File: config.mk
export PLATFORM = sky130hd
export DESIGN_NAME = register_file_2r1w
export DESIGN_NICKNAME = d
export VERILOG_FILES = /design/src/rtl/register_file_2r1w.sv
export SDC_FILE = /design/constraint.sdc
export NUM_CORES = 2
export LEC_CHECK = 0
export BUFFER_PORTS_ARGS = -buffer_cell sky130_fd_sc_hd__buf_2
export CORE_MARGIN = 2
export CORE_UTILIZATION = 43
export DETAILED_ROUTE_END_ITERATION = 6
export GPL_TIMING_DRIVEN = 0
export PLACE_DENSITY_LB_ADDON = 0.3
export SLEW_MARGIN = 20
export SYNTH_ARGS = -nofsm -noshare
export SYNTH_HDL_FRONTEND = slang
export SYNTH_SLANG_ARGS = --single-unit
File: constraint.sdc
create_clock -name clk -period 2.54 [get_ports clk]
set_input_delay 0.508 -clock clk [delete_from_list [all_inputs] [get_ports clk]]
set_output_delay 0.508 -clock clk [all_outputs]
set_load 0.01 [all_outputs]
File: src/rtl/register_file_2r1w.sv
// register_file_2r1w: 32 x N register file, two async reads, one sync write.
// Ports: clk, rst_n, wr_ena/wr_addr/wr_data, rd_addr0/rd_data0, rd_addr1/rd_data1.

module mux32 #(
  parameter int N = 32
) (
  input  logic [31:0][N-1:0] in,
  input  logic [4:0]         sel,
  output logic [N-1:0]       out
);

  assign out = in[sel];

endmodule

module wr_decode (
  input  logic        ena,
  input  logic [4:0]  addr,
  output logic [31:0] onehot
);

  always_comb begin
    onehot = '0;
    if (ena) begin
      onehot[addr] = 1'b1;
    end
    // x0 has no storage, so it is never enabled
    onehot[0] = 1'b0;
  end

endmodule

module register_file_2r1w #(
  parameter int N      = 32,
  parameter bit BYPASS = 1'b0
) (
  input  logic         clk,
  input  logic         rst_n,
  input  logic         wr_ena,
  input  logic [4:0]   wr_addr,
  input  logic [N-1:0] wr_data,
  input  logic [4:0]   rd_addr0,
  output logic [N-1:0] rd_data0,
  input  logic [4:0]   rd_addr1,
  output logic [N-1:0] rd_data1
);

  logic [31:0]        wr_sel;
  logic [31:0][N-1:0] regs_q;
  logic [N-1:0]       mux_out0;
  logic [N-1:0]       mux_out1;

  wr_decode u_dec (
    .ena    (wr_ena),
    .addr   (wr_addr),
    .onehot (wr_sel)
  );

  assign regs_q[0] = '0;

  for (genvar i = 1; i < 32; i++) begin : g_reg
    always_ff @(posedge clk or negedge rst_n) begin
      if (!rst_n) begin
        regs_q[i] <= '0;
      end else if (wr_sel[i]) begin
        regs_q[i] <= wr_data;
      end
    end
  end

  mux32 #(.N(N)) u_mux0 (
    .in  (regs_q),
    .sel (rd_addr0),
    .out (mux_out0)
  );

  mux32 #(.N(N)) u_mux1 (
    .in  (regs_q),
    .sel (rd_addr1),
    .out (mux_out1)
  );

  if (BYPASS) begin : g_byp
    logic hit0;
    logic hit1;

    // wr_sel is already zero for x0 and when
    // wr_ena is low; rst_n keeps reset reads at 0
    assign hit0 = rst_n && wr_sel[rd_addr0];
    assign hit1 = rst_n && wr_sel[rd_addr1];

    assign rd_data0 = hit0 ? wr_data : mux_out0;
    assign rd_data1 = hit1 ? wr_data : mux_out1;
  end else begin : g_nobyp
    assign rd_data0 = mux_out0;
    assign rd_data1 = mux_out1;
  end

endmodule

==> results.cfg <==
[clocking]
cts_buffer_depth = 3
clkLatencyLatePin_ns = 0.71
clkSinkCount = 992
root_buffer = clkbuf_16
htree_num_levels = 3
cts_tree = yes
clkTransAtPathRegs_ns = 0.06
cts_buffers = 104

[placement]
globalplace.congestion = 0.970
place_ws_ns = -1.73
placed_area_mm2 = 0.0560
post-dp-hpwl_mm = 133
port_buffers = 105
dp_cells = 5347

[setup_path]
path_max_fanout = 10
worstPathArrival_ns = 2.53
required_ns = 2.03
critPathKind = input port to output pin
reg2reg_slack_ns = 1.54
ff2ff_path_depth = 3
r2r-start = regs_q[1016]
reg2reg_to = regs_q[1016]
startpoint_type = input port
cp-end-kind = output pin

[floorplanning]
initial_core_util_pct = 43.2
design.die.area_mm2 = 0.127
die_w_um = 356
core_mm2 = 0.123
fp-row-count = 129
ios = 114
die_height_um = 356

[global_routing]
antenna_found_initial = 11
grt_pass1_vias = 35381
grt_pass1_wl_mm = 259
overflow = 0
grtUsageTotal_pct = 28.4
grt_max_degree = 134

[timing]
hold_viol = 0
finalSetupTns_ns = -41.03
rsz0062_at_grt = true
setup_violations = 247
slew_violations = 0
fin_ws_ns = -0.501
period_needed_ns = 3.04
slew_headroom_pct = 19.3
worst_pin_slew_ns = 1.21
fin_crit_sh_pct = 120
max_freq_mhz = 329
finalClockSkew_ns = 0

[min_path]
worstHoldPathType = input port to register
min_to = regs_q[682]
worst_hold_path.num_cells = 2
hp-start = wr_data[10]

[synth]
syn-cell-area_mm2 = 0.0532
synth_cells = 3597
ys_ff_latch = 992
synth_top_cell_area_share_pct = 46.7
yosys_warnings = 0
synth_top_flop_cell = dfrtp_1
async_flop_share_pct = 100
netlist_top_cells_count = mux2_2, dfrtp_1, mux4_2
synth.most_common_cell = mux2_2
yosysSeqAreaShare_pct = 46.7
synth-edff-count = 0
synth_top_area_cell = dfrtp_1
synth_cell_types = 30
synth.area.top_cells = dfrtp_1, mux2_2, mux4_2
syn_avg_cell_area_um2 = 14.8
synth_nets = 3647

[detailed_routing]
drc_errors = 0
viasPerCell = 6.40
dr.pass1.iters = 5
routedWlPerCell_um = 32.5
postRouteAntennaNets = 0
wl_mm = 182
drtIter0Drc = 3757
vias = 35799

[pwr]
cellPowerDensity_mw_per_mm2 = 774
ir_worst_vdd_mv = 0.532
leakage_nw = 27.5

[status]
status = finished, violations left
violations = setup timing

[final_layout]
drive_gt1_share_pct = 57.4
reg.largest.list = regs_q x992
regMostFlops = regs_q
final_area_mm2 = 0.0636
nets = 3915
stdcell_count = 5591
area_delta_synth_final_pct = 19.5
largest_reg_flops = 992
finalCoreUtilization_pct = 51.6

[run]
maxCapViolCount = 0
-- cells in the final DEF, fill, tap and decap left out, types with 39 or more instances in the layout --
master | netlist | final
mux4_2 | 384 | 384
mux2_2 | 1024 | 1024
clkbuf_2 | 0 | 47
buf_2 | 90 | 161
a22o_1 | 192 | 140
o22ai_1 | 64 | 42
clkbuf_16 | 0 | 110
o31ai_4 | 0 | 39
clkbuf_1 | 213 | 117
clkbuf_8 | 0 | 49
mux2i_1 | 192 | 191
a22o_4 | 0 | 52
a211oi_2 | 0 | 41
buf_1 | 50 | 46
and2_1 | 66 | 66
buf_4 | 33 | 63
o21ai_4 | 0 | 55
dfrtp_1 | 992 | 992
-- critical path: stages --
cell and delay (ns):
clkbuf_2 0.58, buf_1 0.95, o31ai_1 0.25, buf_2 0.21
-- cell type report --
class	instances	area, um^2
diodes	4	10.0
plain buffers	396	2790
clock buffers	147	3130
clock inverters	44	469
fillers	10246	59600
inverters	2	15.0
multi-input cells	2206	28900
flip-flops and latches	992	24800
well taps	1637	2050
repair buffers	163	1370
-- how the worst max path moves through the flow --
stage                      start           end  slack (ns)  cells after the start
floorplan            rd_addr0[0]  rd_data0[12]      -0.004                      7
global placement           rst_n   regs_q[176]      -21.06                      1
detailed placement   rd_addr1[1]  rd_data1[27]       -1.73                      8
CTS                 regs_q[1013]  rd_data1[21]       -0.46                      5
global route         regs_q[992]   rd_data0[0]       -0.48                      5
finish               rd_addr1[4]  rd_data1[16]       -0.50                      4
-- what timing repair did --
item / CTS / global route
cloned: 4 / 3
pin swaps: 110 / 100
hold buffers: 3 / 4
gates resized for setup: 666 / 94
endpoints found under the hold margin: 67 / 84
setup buffers: 19 / 17
endpoints found under the setup margin: 64 / 64
-- report_power, final --
part / internal [mW] / switching (mW) / leakage (nW)
combinational: 6.57 / 5.21 / 13.1
sequential: 18.9 / 2.32 / 12.7
clock: 9.37 / 6.80 / 1.77
total: 34.9 / 14.3 / 27.5
-- layer usage --
layer,track usage [%],share of wire [%]
met2,43.7,46
met5,0,0.052
met3,4.69,7.4
met1,39.0,41
met4,14.3,5.3
-- through the flow --
| stage | hold WS, ns | total power, mW |
|---|---|---|
| 2_1_floorplan | 0.212 | 28.1 |
| 3_3_place_gp | 0.479 | 31.0 |
| 3_5_place_dp | 0.451 | 31.5 |
| 4_1_cts | -0.142 | 48.8 |
| 5_1_grt | 0.0814 | 50.9 |
| 6_report | 0.0660 | 49.2 |
-- cell families after synthesis --
group / Yosys count / synth area share, %
multiplexers: 1632 / 42.2
AO/OA/AOI/OAI: 448 / 6.32
AND/OR/NAND/NOR: 126 / 1.35
flip-flops: 992 / 46.7
buffers and inverters: 399 / 3.42
Note: power is estimated with default switching activity, not from simulation.
